==> src/rtl/pipeline_ctrl_pkg.sv <==
// Shared types and constants for the pipeline stall/flush sequencer.
//
// Contents:
//   REG_ADDR_W     - default register address width
//   ctrl_state_t   - sequencer state (RUN, MEM_WAIT, HALT)
//   ctrl_out_t     - bundle of every combinational control output
//   ctrl_advance() - control bundle for a cycle in which the pipeline moves
package pipeline_ctrl_pkg;

    localparam int unsigned REG_ADDR_W = 5;

    typedef enum logic [1:0] {
        RUN      = 2'd0,
        MEM_WAIT = 2'd1,
        HALT     = 2'd2
    } ctrl_state_t;

    typedef struct packed {
        logic pc_wr_en;
        logic if_id_wr_en;
        logic id_ex_wr_en;
        logic ex_mem_wr_en;
        logic mem_wb_wr_en;
        logic if_id_flush;
        logic id_ex_flush;
        logic mem_req;
    } ctrl_out_t;

    // All stage enables high with the requested bubbles; mem_req is left low
    // and is overlaid by the caller.
    function automatic ctrl_out_t ctrl_advance(input logic flush_if_id,
                                               input logic flush_id_ex);
        ctrl_out_t c;
        c              = '0;
        c.pc_wr_en     = 1'b1;
        c.if_id_wr_en  = 1'b1;
        c.id_ex_wr_en  = 1'b1;
        c.ex_mem_wr_en = 1'b1;
        c.mem_wb_wr_en = 1'b1;
        c.if_id_flush  = flush_if_id;
        c.id_ex_flush  = flush_id_ex;
        return c;
    endfunction

endpackage

==> src/rtl/pipeline_stall_controller_load_use_detector.sv <==
// Combinational load-use hazard compare.
//
// Ports:
//   ex_mem_read              - instruction in EX is a load
//   ex_rd_address            - destination register of the instruction in EX
//   id_rs1_address/_used     - first source of the instruction in ID
//   id_rs2_address/_used     - second source of the instruction in ID
//   hazard                   - ID needs the load result before it exists
module load_use_detector #(
    parameter int unsigned REG_ADDR_W = 5
) (
    input  logic                  ex_mem_read,
    input  logic [REG_ADDR_W-1:0] ex_rd_address,
    input  logic [REG_ADDR_W-1:0] id_rs1_address,
    input  logic                  id_rs1_used,
    input  logic [REG_ADDR_W-1:0] id_rs2_address,
    input  logic                  id_rs2_used,
    output logic                  hazard
);

    logic rs1_match;
    logic rs2_match;

    assign rs1_match = id_rs1_used && (id_rs1_address == ex_rd_address);
    assign rs2_match = id_rs2_used && (id_rs2_address == ex_rd_address);

    // r0 is hardwired to zero, so a load targeting it produces nothing to wait for.
    assign hazard = ex_mem_read && (ex_rd_address != '0) && (rs1_match || rs2_match);

endmodule

==> src/rtl/pipeline_stall_controller.sv <==
// Central stall/flush sequencer for the 5-stage pipeline.
//
// Drives the pipeline-register write enables and bubble (flush) controls, runs
// the data-RAM req/ack handshake for the instruction in MEM, resolves memory
// stalls, load-use hazards and taken branches, counts stall cycles and halts
// on a data-RAM timeout.
//
// Ports:
//   clk, reset_n                      - clock, async active-low reset
//   id_rs1/rs2_address, id_rs1/2_used - sources of the instruction in ID
//   ex_rd_address, ex_mem_read        - destination / load flag of EX
//   ex_branch_taken                   - EX redirects the PC
//   mem_access, mem_ack               - MEM load/store, RAM completion pulse
//   mem_req                           - RAM request
//   pc_wr_en .. mem_wb_wr_en          - stage enables
//   if_id_flush, id_ex_flush          - load a bubble instead of data
//   mem_error                         - sticky RAM timeout flag
//   stall_cycles                      - cycles with pc_wr_en low, wraps
module pipeline_stall_controller #(
    parameter int unsigned REG_ADDR_W  = pipeline_ctrl_pkg::REG_ADDR_W,
    parameter int unsigned MEM_TIMEOUT = 64
) (
    input  logic                  clk,
    input  logic                  reset_n,
    input  logic [REG_ADDR_W-1:0] id_rs1_address,
    input  logic [REG_ADDR_W-1:0] id_rs2_address,
    input  logic                  id_rs1_used,
    input  logic                  id_rs2_used,
    input  logic [REG_ADDR_W-1:0] ex_rd_address,
    input  logic                  ex_mem_read,
    input  logic                  ex_branch_taken,
    input  logic                  mem_access,
    input  logic                  mem_ack,
    output logic                  mem_req,
    output logic                  pc_wr_en,
    output logic                  if_id_wr_en,
    output logic                  id_ex_wr_en,
    output logic                  ex_mem_wr_en,
    output logic                  mem_wb_wr_en,
    output logic                  if_id_flush,
    output logic                  id_ex_flush,
    output logic                  mem_error,
    output logic [31:0]           stall_cycles
);

    import pipeline_ctrl_pkg::*;

    localparam int unsigned CntW = $clog2(MEM_TIMEOUT);
    localparam logic [CntW-1:0] CntLast = CntW'(MEM_TIMEOUT - 1);

    ctrl_state_t     state_q, state_d;
    logic [CntW-1:0] wait_cnt_q, wait_cnt_d;
    logic            mem_error_q, mem_error_d;
    logic [31:0]     stall_q;

    logic      hazard;
    logic      mem_stall;
    logic      req;
    ctrl_out_t ctrl;

    load_use_detector #(
        .REG_ADDR_W (REG_ADDR_W)
    ) u_load_use_detector (
        .ex_mem_read    (ex_mem_read),
        .ex_rd_address  (ex_rd_address),
        .id_rs1_address (id_rs1_address),
        .id_rs1_used    (id_rs1_used),
        .id_rs2_address (id_rs2_address),
        .id_rs2_used    (id_rs2_used),
        .hazard         (hazard)
    );

    // Next-state logic and memory-stall decode.
    always_comb begin
        state_d     = state_q;
        wait_cnt_d  = wait_cnt_q;
        mem_error_d = mem_error_q;
        mem_stall   = 1'b0;
        req         = 1'b0;

        unique case (state_q)
            RUN: begin
                wait_cnt_d = '0;
                if (mem_access) begin
                    req = 1'b1;
                    // Same-cycle ack is a zero-wait access: no stall at all.
                    if (!mem_ack) begin
                        mem_stall = 1'b1;
                        state_d   = MEM_WAIT;
                    end
                end
            end
            MEM_WAIT: begin
                req = 1'b1;
                // Ack is checked first so it wins over a simultaneous timeout.
                if (mem_ack) begin
                    state_d = RUN;
                end else begin
                    mem_stall = 1'b1;
                    if (wait_cnt_q == CntLast) begin
                        state_d     = HALT;
                        mem_error_d = 1'b1;
                    end else begin
                        wait_cnt_d = wait_cnt_q + 1'b1;
                    end
                end
            end
            HALT: begin
                mem_stall = 1'b1;
            end
            default: begin
                state_d = RUN;
            end
        endcase
    end

    // Output priority: reset > memory stall > branch > load-use > advance.
    always_comb begin
        ctrl = ctrl_advance(1'b0, 1'b0);
        if (mem_stall) begin
            ctrl = '0;
        end else if (ex_branch_taken) begin
            ctrl = ctrl_advance(1'b1, 1'b1);
        end else if (hazard) begin
            // Hold PC and IF/ID, send a bubble into EX.
            ctrl             = ctrl_advance(1'b0, 1'b1);
            ctrl.pc_wr_en    = 1'b0;
            ctrl.if_id_wr_en = 1'b0;
        end
        ctrl.mem_req = req;
        if (!reset_n) begin
            ctrl = '0;
        end
    end

    always_ff @(posedge clk or negedge reset_n) begin
        if (!reset_n) begin
            state_q     <= RUN;
            wait_cnt_q  <= '0;
            mem_error_q <= 1'b0;
            stall_q     <= '0;
        end else begin
            state_q     <= state_d;
            wait_cnt_q  <= wait_cnt_d;
            mem_error_q <= mem_error_d;
            if (!ctrl.pc_wr_en) begin
                stall_q <= stall_q + 32'd1;
            end
        end
    end

    assign mem_req      = ctrl.mem_req;
    assign pc_wr_en     = ctrl.pc_wr_en;
    assign if_id_wr_en  = ctrl.if_id_wr_en;
    assign id_ex_wr_en  = ctrl.id_ex_wr_en;
    assign ex_mem_wr_en = ctrl.ex_mem_wr_en;
    assign mem_wb_wr_en = ctrl.mem_wb_wr_en;
    assign if_id_flush  = ctrl.if_id_flush;
    assign id_ex_flush  = ctrl.id_ex_flush;
    assign mem_error    = mem_error_q;
    assign stall_cycles = stall_q;

endmodule

==> config.mk <==
export PLATFORM = sky130hd
export DESIGN_NAME = pipeline_stall_controller
export DESIGN_NICKNAME = d
export VERILOG_FILES = /design/src/rtl/pipeline_ctrl_pkg.sv /design/src/rtl/pipeline_stall_controller_load_use_detector.sv /design/src/rtl/pipeline_stall_controller.sv
export SDC_FILE = /design/constraint.sdc
export NUM_CORES = 1
export LEC_CHECK = 0
export ABC_AREA = 1
export ABC_CLOCK_PERIOD_IN_PS = 2100
export BUFFER_PORTS_ARGS = -buffer_cell sky130_fd_sc_hd__buf_2
export CAP_MARGIN = 20
export CORE_UTILIZATION = 27
export CTS_CLUSTER_DIAMETER = 150
export DETAILED_ROUTE_END_ITERATION = 10
export PLACE_DENSITY = 0.49
export SLEW_MARGIN = 0
export SYNTH_ARGS = -nofsm -noshare
export SYNTH_HDL_FRONTEND = slang
export SYNTH_HIERARCHICAL = 1
export SYNTH_SLANG_ARGS = --single-unit
==> constraint.sdc <==
create_clock -name clk -period 2.1 [get_ports clk]
set_input_delay 0.21 -clock clk [delete_from_list [all_inputs] [get_ports clk]]
set_output_delay 0.21 -clock clk [all_outputs]
set_load 0.01 [all_outputs]
==> key figures <==
Critical path
  • Worst Path Buf+Inv: 3
  • CP endpoint kind: primary output
  • RR Startpoint: stall_cycles[0]$_DFFE_PN0N_
  • Setup CP Type: flop to primary output
  • Reg-to-reg slack, setup: 380 ps
  • Critical path fanouts, max: 5
  • Slowest CP cell: dfrtp_1
  • Arr. time, crit path: 1510 ps
  • Cell mode on critical path: inv_1
  • R2R Path End: stall_cycles[20]$_DFFE_PN0N_
  • Worst path required time: 1890 ps
  • Max incr delay on CP: 420 ps
  • Worst reg2reg path depth: 10
  • Crit-path cells: inv_1 -> nand2_1 -> nand2_2 -> nand3_2 -> inv_1 -> buf_2
  • Delay-heaviest family, CP: buffers and inverters
  • Worst setup SP type: flop

Floorplanning
  • Num ports: 64
  • Die height: 100.3 um
  • Initial Util: 28.13%
  • Die area: 10,070 um2
  • Die W: 100.3 um
  • Core area: 9284 um2
  • FP Rows: 35

Global routing
  • Overflow after GRT: 0
  • Initial antenna violation count: 0
  • Number of global-route vias before repair: 2,491
  • First-pass GRT wire length: 11,500 um
  • Largest net degree at the start of global routing: 43
  • GRT Total Usage: 14.38%

Detailed routing
  • WL final: 6587 um
  • First DRT Iteration DRCs: 96
  • DR pass1 iterations: 4
  • Routed vias/inst: 4.344
  • Post-route ant nets: 0
  • Via Count: 2,550
  • DR WL/cell: 11.22 um
  • DRC: 0

Clock tree
  • Worst skew pair latency: 300 ps
  • CTS H-tree depth: 2
  • CTS tree: done
  • Root buf cell: clkbuf_8
  • Reg clk slew, reported paths: 80 ps
  • Number of CTS-inserted buffers: 5
  • Hold-fix buffer count after cts: 0
  • Postcts setup bufs: 0
  • Clock buffer depth: 2
  • Post-CTS Resized: 0
  • Clk sink count: 41

Cells and area
  • Area Overhead vs Synth: 20.60%
  • Final Core Density: 33.92%
  • Nets: 482
  • Post-route cell area: 3149 um2
  • Layout cells sized above 1: 18.34%
  • Antenna cells: 0
  • Final Non-Filler Cells: 587

Placement
  • Post-DP Area: 3067 um2
  • Port bufs: 63
  • Placed cell count: 579
  • Gpl congestion: 0.8171
  • Hpwl dp: 5137 um

Power and ir drop
  • Sequential fraction of design power: 48.9%
  • Leak: 1.669 nW
  • Sw frac: 34.62%
  • Gate power share: 24.7%
  • Clk network pwr share: 26.4%
  • PwrDens: 630.2 nW/um2
  • Net Switching: 0.0006870 W
  • Worst vdd ir: 0.0004723 V
  • Power Internal: 0.001298 W

STA
  • Max frequency: 581.1 MHz
  • Fin. max-slew vios: 0
  • Hold Slack: 2.625 ps
  • RSZ-0062 raised after global routing: false
  • Final TNS setup: 0 ps
  • Final period util: 81.94%
  • Clock Skew: 2.742 ps
  • Clock period minus worst slack: 1721 ps
  • Final setup viols: 0
  • Slew @ Worst Pin: 545.5 ps
  • Slew margin rel.: 63.63%
  • Final Hold Viols: 0

Logic synthesis
  • Syn nets: 415
  • Seq cells post-synth: 41
  • YS warnings: 6
  • Netlist cell types: 26
  • Register area share after synthesis: 39.29%
  • Ranking of synthesized cells by area: dfrtp_1 (39%), nand2_1 (19%), inv_1 (9.6%), nor2_1 (7.0%), nand3_1 (5.0%)
  • Post-Syn Area: 2611 um2
  • Syn Inst Count: 390
  • Post-synth top area cell: dfrtp_1
  • Synth Area per Inst: 6.696 um2
  • Top cell type's share of synthesized area: 39.29%

Min path
  • Worst hold path class: input port to async pin

Outcome
  • Status: finished, final reports clean

Flow run
  • Max-Cap Viols: 0
[kinds of logic (layout without fill, tap and decap cells)]
logic type                 count (synthesis)  after routing  synth area share [%]
AOI/OAI and AO/OA                         18             18                 3.977
xor gates and xnor gates                  13             13                 4.360
adders and majority gates                  2              2                0.9582
buffers and inverters                     74            142                 11.45
DFF                                       41             41                 39.29
and+or+nand+nor                          242            242                 39.96
[worst register-to-register path: cells and delay by family (launching register included)]
family	cells	cell delay [ps]
AND/OR/NAND/NOR	9	970
adder cells (fa/ha/maj)	1	210
flip-flops	1	420
[cell usage after synthesis]
master and n:
a21oi_1 2, a21oi_2 1, a41oi_1 1, buf_2 2, buf_4 3, buf_6 1, dfrtp_1 41, ha_1 2
inv_1 67, inv_2 1, nand2_1 134, nand2_2 3, nand3_1 26, nand3_2 1, nand3b_1 6, nand4_1 13
nor2_1 49, nor2_2 2, nor2_4 3, nor3_1 5, o21a_1 1, o21ai_0 11, o21bai_1 1, o22ai_1 1
xnor2_1 10, xor2_1 3
[per-stage QoR]
step | setup slack, ps | total power, W
finish | 379.2 | 0.001985
floorplan | 611.0 | 0.001295
global route | 156.0 | 0.002121
global placement | 307.4 | 0.001484
CTS | 333.6 | 0.002018
detailed placement | 258.9 | 0.001485
[worst max-delay path by stage]
stage / endpoint / slack, ps / from / cells past startpoint
2_1_floorplan: stall_cycles[20]$_DFFE_PN0N_ / 610 / stall_cycles[0]$_DFFE_PN0N_ / 10
3_3_place_gp: stall_cycles[29]$_DFFE_PN0N_ / 310 / ex_rd_address[2] / 15
3_5_place_dp: stall_cycles[29]$_DFFE_PN0N_ / 260 / ex_rd_address[1] / 15
4_1_cts: stall_cycles[20]$_DFFE_PN0N_ / 330 / stall_cycles[0]$_DFFE_PN0N_ / 10
5_1_grt: stall_cycles[20]$_DFFE_PN0N_ / 160 / stall_cycles[0]$_DFFE_PN0N_ / 10
6_report: pc_wr_en / 380 / state_q[0]$_DFFE_PN0P_ / 6
[layout by cell type (no fill, tap or decap), types with 3 or more instances in the layout]
| master | count |
|---|---|
| buf_2 | 63 |
| inv_1 | 67 |
| nor3_1 | 5 |
| xnor2_1 | 10 |
| nand3_1 | 26 |
| o21ai_0 | 11 |
| clkbuf_8 | 5 |
| dfrtp_1 | 41 |
| nor2_4 | 3 |
| xor2_1 | 3 |
| nor2_1 | 49 |
| nand2_1 | 134 |
| nand3b_1 | 6 |
| buf_4 | 3 |
| nand4_1 | 13 |
| nand2_2 | 3 |
[cell type report]
type | instances | area (um2)
fillers | 1044 | 6135
multi-input cells | 275 | 1286
flip-flops and latches | 41 | 1026
repair buffers | 66 | 337.8
inverters | 68 | 255.2
well taps | 129 | 161.4
clock buffers | 6 | 72.57
clock inverters | 2 | 10.01
[sequential cells by signal, summed over array words and instances (netlist names)]
register	count
mem_error	1
wait_cnt_q	6
state_q	2
stall_cycles	32
[power groups by stage]
stage	registers (W)	logic [W]	clock network, W
2_1_floorplan	0.00100	0.000291	0
4_1_cts	0.000972	0.000502	0.000543
6_report	0.000971	0.000490	0.000524
5_1_grt	0.000986	0.000556	0.000579
3_5_place_dp	0.000985	0.000500	0
3_3_place_gp	0.000986	0.000498	0
[routing by layer]
layer  GRT usage, %  wire, um
met1          19.10      3219
met2          23.81      2899
met3          2.577       370
met4          4.348        98
met5              0         0
No activity file was read; power rests on OpenSTA's default activity.
